--- src/rtl/beam_trigger_pkg.sv ---
// Shared constants for the beam trigger rate scalers: scaler index layout and
// the status word address that follows the per-scaler shadow registers.
package beam_trigger_pkg;

    localparam int NBEAMS_DEF     = 2;
    localparam int NSCAL_PER_BEAM = 2;

    // Trigger-threshold bits occupy the low half of trig_i, servo bits the high half.
    typedef enum int unsigned {
        TRIG_BASE  = 0,
        SERVO_BASE = NBEAMS_DEF
    } scaler_base_e;

    localparam int STATUS_ADDR = NSCAL_PER_BEAM * NBEAMS_DEF;

endpackage

--- src/rtl/beam_trigger_scaler_counter.sv ---
// One rate scaler: rising-edge detector, saturating live counter, and the
// shadow register that captures the closing count on the terminal gate cycle.
module scaler_counter #(
    parameter int CNT_BITS = 16
) (
    input  logic                clk_i,
    input  logic                rst_ni,
    input  logic                trig_i,
    input  logic                terminal_i,
    output logic [CNT_BITS-1:0] shadow_o
);

    logic                prev_q;
    logic                hit;
    logic [CNT_BITS-1:0] live_q;
    logic [CNT_BITS-1:0] live_nxt;

    assign hit      = trig_i & ~prev_q;
    assign live_nxt = (hit && (live_q != '1)) ? live_q + CNT_BITS'(1) : live_q;

    // prev resets high so a level held across reset release is not an edge.
    always_ff @(posedge clk_i) begin
        if (!rst_ni) begin
            prev_q   <= 1'b1;
            live_q   <= '0;
            shadow_o <= '0;
        end else begin
            prev_q <= trig_i;
            if (terminal_i) begin
                shadow_o <= live_nxt;
                live_q   <= '0;
            end else begin
                live_q <= live_nxt;
            end
        end
    end

endmodule

--- src/rtl/beam_trigger_scaler.sv ---
// Per-beam trigger rate scalers: gated edge counts transferred to a shadow bank
// once per period, exposed through a one-cycle registered read port.
module beam_trigger_scaler
    import beam_trigger_pkg::*;
#(
    parameter  int NBEAMS        = 2,
    parameter  int CNT_BITS      = 16,
    parameter  int PERIOD_CYCLES = 375000,
    localparam int NSCAL         = NSCAL_PER_BEAM * NBEAMS,
    localparam int AW            = $clog2(NSCAL + 1)
) (
    input  logic                clk_i,
    input  logic                rst_ni,
    input  logic [NSCAL-1:0]    trig_i,
    input  logic                rd_en_i,
    input  logic [AW-1:0]       rd_addr_i,
    output logic [CNT_BITS-1:0] rd_data_o,
    output logic                rd_valid_o,
    output logic                period_o
);

    localparam int GW = $clog2(PERIOD_CYCLES);

    logic [GW-1:0]                  gate_q;
    logic                           terminal;
    logic [CNT_BITS-1:0]            seq_q;
    logic [NSCAL-1:0][CNT_BITS-1:0] shadow;
    logic [CNT_BITS-1:0]            rd_mux;

    assign terminal = (gate_q == GW'(PERIOD_CYCLES - 1));

    for (genvar k = 0; k < NSCAL; k++) begin : g_scal
        scaler_counter #(
            .CNT_BITS (CNT_BITS)
        ) u_scal (
            .clk_i      (clk_i),
            .rst_ni     (rst_ni),
            .trig_i     (trig_i[k]),
            .terminal_i (terminal),
            .shadow_o   (shadow[k])
        );
    end

    // Addresses past the status word read as zero.
    always_comb begin
        rd_mux = '0;
        for (int k = 0; k < NSCAL; k++) begin
            if (rd_addr_i == AW'(k)) rd_mux = shadow[k];
        end
        if (rd_addr_i == AW'(NSCAL)) rd_mux = seq_q;
    end

    always_ff @(posedge clk_i) begin
        if (!rst_ni) begin
            gate_q     <= '0;
            seq_q      <= '0;
            period_o   <= 1'b0;
            rd_valid_o <= 1'b0;
            rd_data_o  <= '0;
        end else begin
            period_o   <= terminal;
            rd_valid_o <= rd_en_i;
            if (terminal) begin
                gate_q <= '0;
                seq_q  <= seq_q + CNT_BITS'(1);
            end else begin
                gate_q <= gate_q + GW'(1);
            end
            if (rd_en_i) rd_data_o <= rd_mux;
        end
    end

endmodule

--- config.mk ---
export PLATFORM = sky130hd
export DESIGN_NAME = beam_trigger_scaler
export DESIGN_NICKNAME = d
export VERILOG_FILES = /design/src/rtl/beam_trigger_pkg.sv /design/src/rtl/beam_trigger_scaler_counter.sv /design/src/rtl/beam_trigger_scaler.sv
export SDC_FILE = /design/constraint.sdc
export NUM_CORES = 1
export LEC_CHECK = 0
export CAP_MARGIN = 20
export CORE_MARGIN = 2
export CORE_UTILIZATION = 45
export DETAILED_ROUTE_END_ITERATION = 8
export MAX_ROUTING_LAYER = met4
export PLACE_DENSITY = 0.6
export SYNTH_ARGS = -nofsm -noshare
export SYNTH_HDL_FRONTEND = slang
export SYNTH_SLANG_ARGS = --single-unit
--- constraint.sdc ---
create_clock -name clk_i -period 5 [get_ports clk_i]
set_input_delay 1 -clock clk_i [delete_from_list [all_inputs] [get_ports clk_i]]
set_output_delay 1 -clock clk_i [all_outputs]
set_load 0.03 [all_outputs]
* Word-level counts from Yosys, hierarchy flattened
Index checks and enable logic that the tools add are counted.
** Operators by class
- Add/sub/neg operators :: 6
- Eq/ne operators :: 9
- Muxes and demuxes :: 9
- Bitwise gates (word level) :: 9
- Reductions and logical operators :: 6
** Operators with widths (number)
- $mux W16 :: 9
- $add A16 B1 Y16 const B :: 5
- $ne A16 B16 Y1 const B :: 4
- $add A19 B1 Y19 const B :: 1
- $eq A19 B19 Y1 const B :: 1
- $eq A3 B2 Y1 const B :: 2
- $not A1 Y1 :: 5
- $and A1 B1 Y1 :: 4
- $logic_and A1 B1 Y1 :: 4
- $eq A3 B1 Y1 const B :: 1
- $eq A3 B3 Y1 const B :: 1
- $logic_not A3 Y1 :: 1
- $reduce_or A2 Y1 :: 1
** Storage, ports and cells
- Register bits after elaboration :: 185
- Bits of input ports :: 10
- Output and inout port bits :: 18
- Word-level logic and storage cells :: 56

* Depth between registers and ports, before layout
- Depth in word-level cells :: 6
- Depth in mapped cells :: 8
- Mapped depth without buffers :: 6

* Hierarchy
Synthesis repeated with hierarchy kept, for this count alone.
** Second synthesis, totals
- Cell total of the unflattened synthesis :: 1084
- Area, all modules :: 9379.0 um^2
** By module, submodules not included
- scaler_counter :: times used 4, cells an instance 189, area each 1621.6 um^2, sequential area each 660.6 um^2
- beam_trigger_scaler :: times used 1, cells an instance 328, area each 2892.8 um^2, sequential area each 1061.0 um^2

* Worst setup path before layout
Ideal clock, no wire load.
- Kind :: input port to flip-flop
- Start point :: input rd_addr_i[0]
- End point :: register rd_data_o[12]
- Setup time :: 0.132 ns
- Arrival time :: 2.348 ns
- Data required time :: 4.868 ns
- Path slack :: 2.520 ns
- Stages on the path :: 5
- Buffers on the path :: 2
- Cells stage by stage :: buf_2 -> buf_2 -> mux4_2 -> a221oi_1 -> nor3_1
** Between the ends
- Word-level cells in the longest chain between the ends :: 6
- Elaborated cells on any way between the ends :: 10
- Those cells by class :: 4 x eq/ne; 5 x mux; 1 x reduce/logical
** Ends and longest elaborated chain
- from (decl) :: line beam_trigger_scaler.sv:16 : input logic [AW-1:0] rd_addr_i,
- $logic_not A3 Y1 :: line beam_trigger_scaler.sv:48 : if (rd_addr_i == AW'(k)) rd_mux = shadow[k];
- $mux W16 (4 in series) :: line beam_trigger_scaler.sv:48
- $mux W16 * :: line beam_trigger_scaler.sv:50 : if (rd_addr_i == AW'(NSCAL)) rd_mux = seq_q;
- to (signal assigned) :: line beam_trigger_scaler.sv:69 : if (rd_en_i) rd_data_o <= rd_mux;
- to (decl) :: line beam_trigger_scaler.sv:17 : output logic [CNT_BITS-1:0] rd_data_o,
Every way passes the cells marked *; elsewhere a longest branch is shown, timed or not.
A chain may end at the register's enable or synchronous reset.

* Worst setup path in the final report
- Start point :: register gate_q[0]
- End point :: register g_scal[1].u_scal.live_q[4]
** Between the ends
- Word-level cells in the longest chain between the ends :: 2
** Ends and longest elaborated chain
- from (decl) :: line beam_trigger_scaler.sv:24 : logic [GW-1:0] gate_q;
- from (signal assigned) :: line beam_trigger_scaler.sv:67 : gate_q <= gate_q + GW'(1);
- $eq A19 B19 Y1 :: line beam_trigger_scaler.sv:30 : assign terminal = (gate_q == GW'(PERIOD_CYCLES - 1));
- $reduce_or A2 Y1 (no source line)
- to (signal assigned) :: line beam_trigger_scaler_counter.sv:33 : live_q <= live_nxt;
- to (decl) :: line beam_trigger_scaler_counter.sv:15 : logic [CNT_BITS-1:0] live_q;
No other way between the ends.

==> flow_summary.toml <==
[synth]
post_synth_instance_area_sq_um = 7960
ys_seq_elements = 185
ys_warn_count = 0
synth-main-ff-cell = "dfxtp_1"
synth_compound_area_frac = 0.121
postSynth.asyncResetShare = 0
yosys.area_share.simple = 0.239
postSynthCellCount = 884
postSynthNetCount = 900
synth.yosys.seq_area_share = 0.465
yosys.cell_types.count = 55
combinational_family_with_the_most_area_after_synthesis = "simple AND/OR/NAND/NOR gates"
post_synth_fa_ha_maj_area_fraction = 0.00943
synth_xor_xnor_area_share = 0.0770
fraction_of_synthesized_area_in_multiplexers = 0.0566
synth.avg_cell_area_sq_um = 9.01
synth-edff-count = 0

[route]
routed_via_density = 5.59
routed_wirelength_mm = 19.6
final_antenna_net_count = 0
first_iter_violations = 486
drc = 0
route.detailed.wl_per_inst_microns = 17.4
detailroute.via_count = 6309
detail_route.first_pass.iterations = 5

[floorplan]
core.rowCount = 48
start_util = 0.460
floorplan.die.width_microns = 137
die_area_sq_um = 18800
io-pin-count = 28
design.core.area_sq_um = 17300
die_height_microns = 137

[clock_tree]
clock_root_cell = "clkbuf_16"
worst_setup_hold_path_clk_slew_ns = 0.06
postCtsSetupBuffers = 0
worstSkewPairLatency_ns = 0.44
max-clock-path-buffers = 2
cts_buffers = 17
cts-hold-fix-buffers = 0
h-tree-depth = 4
cts_num_sinks = 185
cts_resized = 0
clock_tree_from_tritoncts = "yes"

[power]
power_density_nw_per_um2 = 327
ir_drop_worst_vdd_uv = 224
cellLeakagePower_uw = 0.00310

[global_route]
groute.layer.met1.usage = 0.321
maximum_number_of_pins_on_one_net_before_global_route_repair = 80
antenna_found_initial = 0
gr-max-usage-layer = "met2"
grt_overflow_total = 0
grt_pass1_wl_mm = 31.3
global_route.usage.met2 = 0.323
groute.layer.met3.usage = 0.0419
vias_in_the_first_global_route = 5735
track_usage = 0.226

[worst_setup_path]
crit_path_start = "gate_q[0]$_SDFF_PP0_"
start_kind = "flip-flop"
crit_chain = "ha_1, nand4_1, nor2b_1, nand2_2, nand2_2, buf_4, nor3_1"
critical_path_arrival_ns = 3.13
regToRegStartpoint = "gate_q[0]$_SDFF_PP0_"
path_common_cell = "nand2_2"
slowest_stage = "nor2b_1"
worst_ep_required_time_ns = 5.29
critical_path.max_fanout = 55
setup.worst_path.end_class = "flip-flop"
critPathKind = "reg -> reg"
critPathMaxStageDelay_ns = 0.53

[sta]
report.final.slew_viol_count = 0
fin_crit_ns = 2.84
worst_pin_slew_ns = 0.820
final.setup.tns_ns = 0
finalHoldWorstSlack_ns = 0.456
hold_violations = 0
fmax_mhz = 352
rsz0062_at_grt = "false"
relSlewSlack = 0.448
post_route_clock_skew_ns = 0.0116
fin_crit_sh = 0.568
report.final.setup_viol = 0

[min_path]
hold_path_class = "reg -> reg"
timing.hold.worst.start = "g_scal[0].u_scal.shadow_o[10]$_SDFFE_PN0N_"

[outcome]
outcome = "complete, no violations"

[cells_and_area]
layout.cells.non_filler = 1129
final_common_cell = "dfxtp_1"
post_route_cells_drive_above_1_share = 0.0753
final_nets = 906
final_cell_mix = "dfxtp_1 (185), nor2_1 (135), a21oi_1 (54), nand2_1 (52), o21ai_0 (50)"
relative_area_change_from_synthesis_to_final_layout_pct = 12.5

[placement]
place.detailed.hpwl_mm = 13.6
routability_congestion = 0.872
dpl.cell_count = 1094
numPortBuffers = 27

[flow_run]
drv.max_cap_violation_count = 0
==> logic make-up (layout without fill, tap and decap cells) <==
logic type / after synthesis / count (layout)
AND/OR/NAND/NOR: 379 / 379
flip-flops: 185 / 185
AO/OA/AOI/OAI: 161 / 161
XOR/XNOR: 70 / 70
buffers and inverters: 58 / 77
multiplexers: 25 / 25
adder cells (fa/ha/maj): 6 / 6
other: 0 / 1
==> path summary, 6_finish.rpt <==
path,to,slack (ns),cells past startpoint
setup / recovery,g_scal[1].u_scal.live_q[4]$_SDFF_PP0_,2.16,7
hold / removal,g_scal[0].u_scal.shadow_o[10]$_SDFFE_PN0N_,0.46,2
setup reg to reg,g_scal[1].u_scal.live_q[4]$_SDFF_PP0_,2.16,7
hold reg to reg,g_scal[0].u_scal.shadow_o[10]$_SDFFE_PN0N_,0.46,2
==> Yosys cell counts, types with 3 or more instances <==
| library cell | count | share of area |
|---|---|---|
| dfxtp_1 | 185 | 0.47 |
| nor2_1 | 135 | 0.064 |
| a21oi_1 | 54 | 0.034 |
| nand2_1 | 53 | 0.025 |
| o21ai_0 | 50 | 0.031 |
| xor2_1 | 39 | 0.043 |
| nand3_1 | 38 | 0.024 |
| nor3_1 | 35 | 0.022 |
| clkbuf_1 | 31 | 0.015 |
| xnor2_1 | 31 | 0.034 |
| nand4_1 | 27 | 0.021 |
| and3_1 | 20 | 0.016 |
| a221oi_1 | 16 | 0.018 |
| mux4_2 | 16 | 0.045 |
| buf_2 | 13 | 0.0082 |
| nor4_1 | 13 | 0.010 |
| a211oi_1 | 12 | 0.011 |
| nand2b_1 | 12 | 0.0094 |
| mux2i_1 | 9 | 0.011 |
| and4_1 | 7 | 0.0077 |
| inv_1 | 7 | 0.0033 |
| o211ai_1 | 7 | 0.0066 |
| or3_1 | 7 | 0.0055 |
| ha_1 | 6 | 0.0094 |
| and2_1 | 5 | 0.0039 |
| nor2b_1 | 5 | 0.0039 |
| o22ai_1 | 5 | 0.0039 |
| a31oi_1 | 4 | 0.0031 |
| or4_1 | 4 | 0.0038 |
| o21a_1 | 3 | 0.0028 |
| or2_2 | 3 | 0.0024 |
==> worst max-delay path: cells and delay by family, from the launching register on <==
kind	cells	cell delay, ns
AND/OR/NAND/NOR	5	1.51
flip-flops	1	0.38
buffers and inverters	1	0.50
adder cells (fa/ha/maj)	1	0.26
==> layer usage <==
metal / wire (microns) / share of wire
met2: 8570 / 0.44
met3: 975 / 0.050
met5: 0 / 0
met4: 281 / 0.014
met1: 9770 / 0.50
==> registers in the layout, summed over array words and instances, names as in the netlist <==
| name | cells |
|---|---|
| g_scal.u_scal.live_q | 64 |
| g_scal.u_scal.shadow_o | 64 |
| gate_q | 19 |
| rd_data_o | 16 |
| seq_q | 16 |
| g_scal.u_scal.prev_q | 4 |
| period_o | 1 |
| rd_valid_o | 1 |
==> layout make-up <==
type	count	area, sq um
Antenna cell	1	2.50
Clock buffer	22	484
Multi-Input combinational cell	641	4000
Clock inverter	10	93.8
Timing Repair Buffer	36	357
Inverter	9	33.8
Sequential cell	185	3700
Tap cell	225	282
Fill cell	1632	8340
==> stage by stage <==
step	worst slack (ns)	power (uW)	util	instance area [sq um]
detailed placement	1.61	1640	0.482	8340
global placement	1.65	1640	0.482	8340
finish	2.16	2930	0.518	8960
floorplan	2.52	1600	-	7960
global route	1.93	3020	0.518	8960
CTS	2.06	2950	0.516	8920
==> where the power goes <==
part           internal (uW)  switching, uW
clock network            739            575
logic                   43.2           72.2
registers               1490           10.2
No activity file was read; power rests on OpenSTA's default activity.
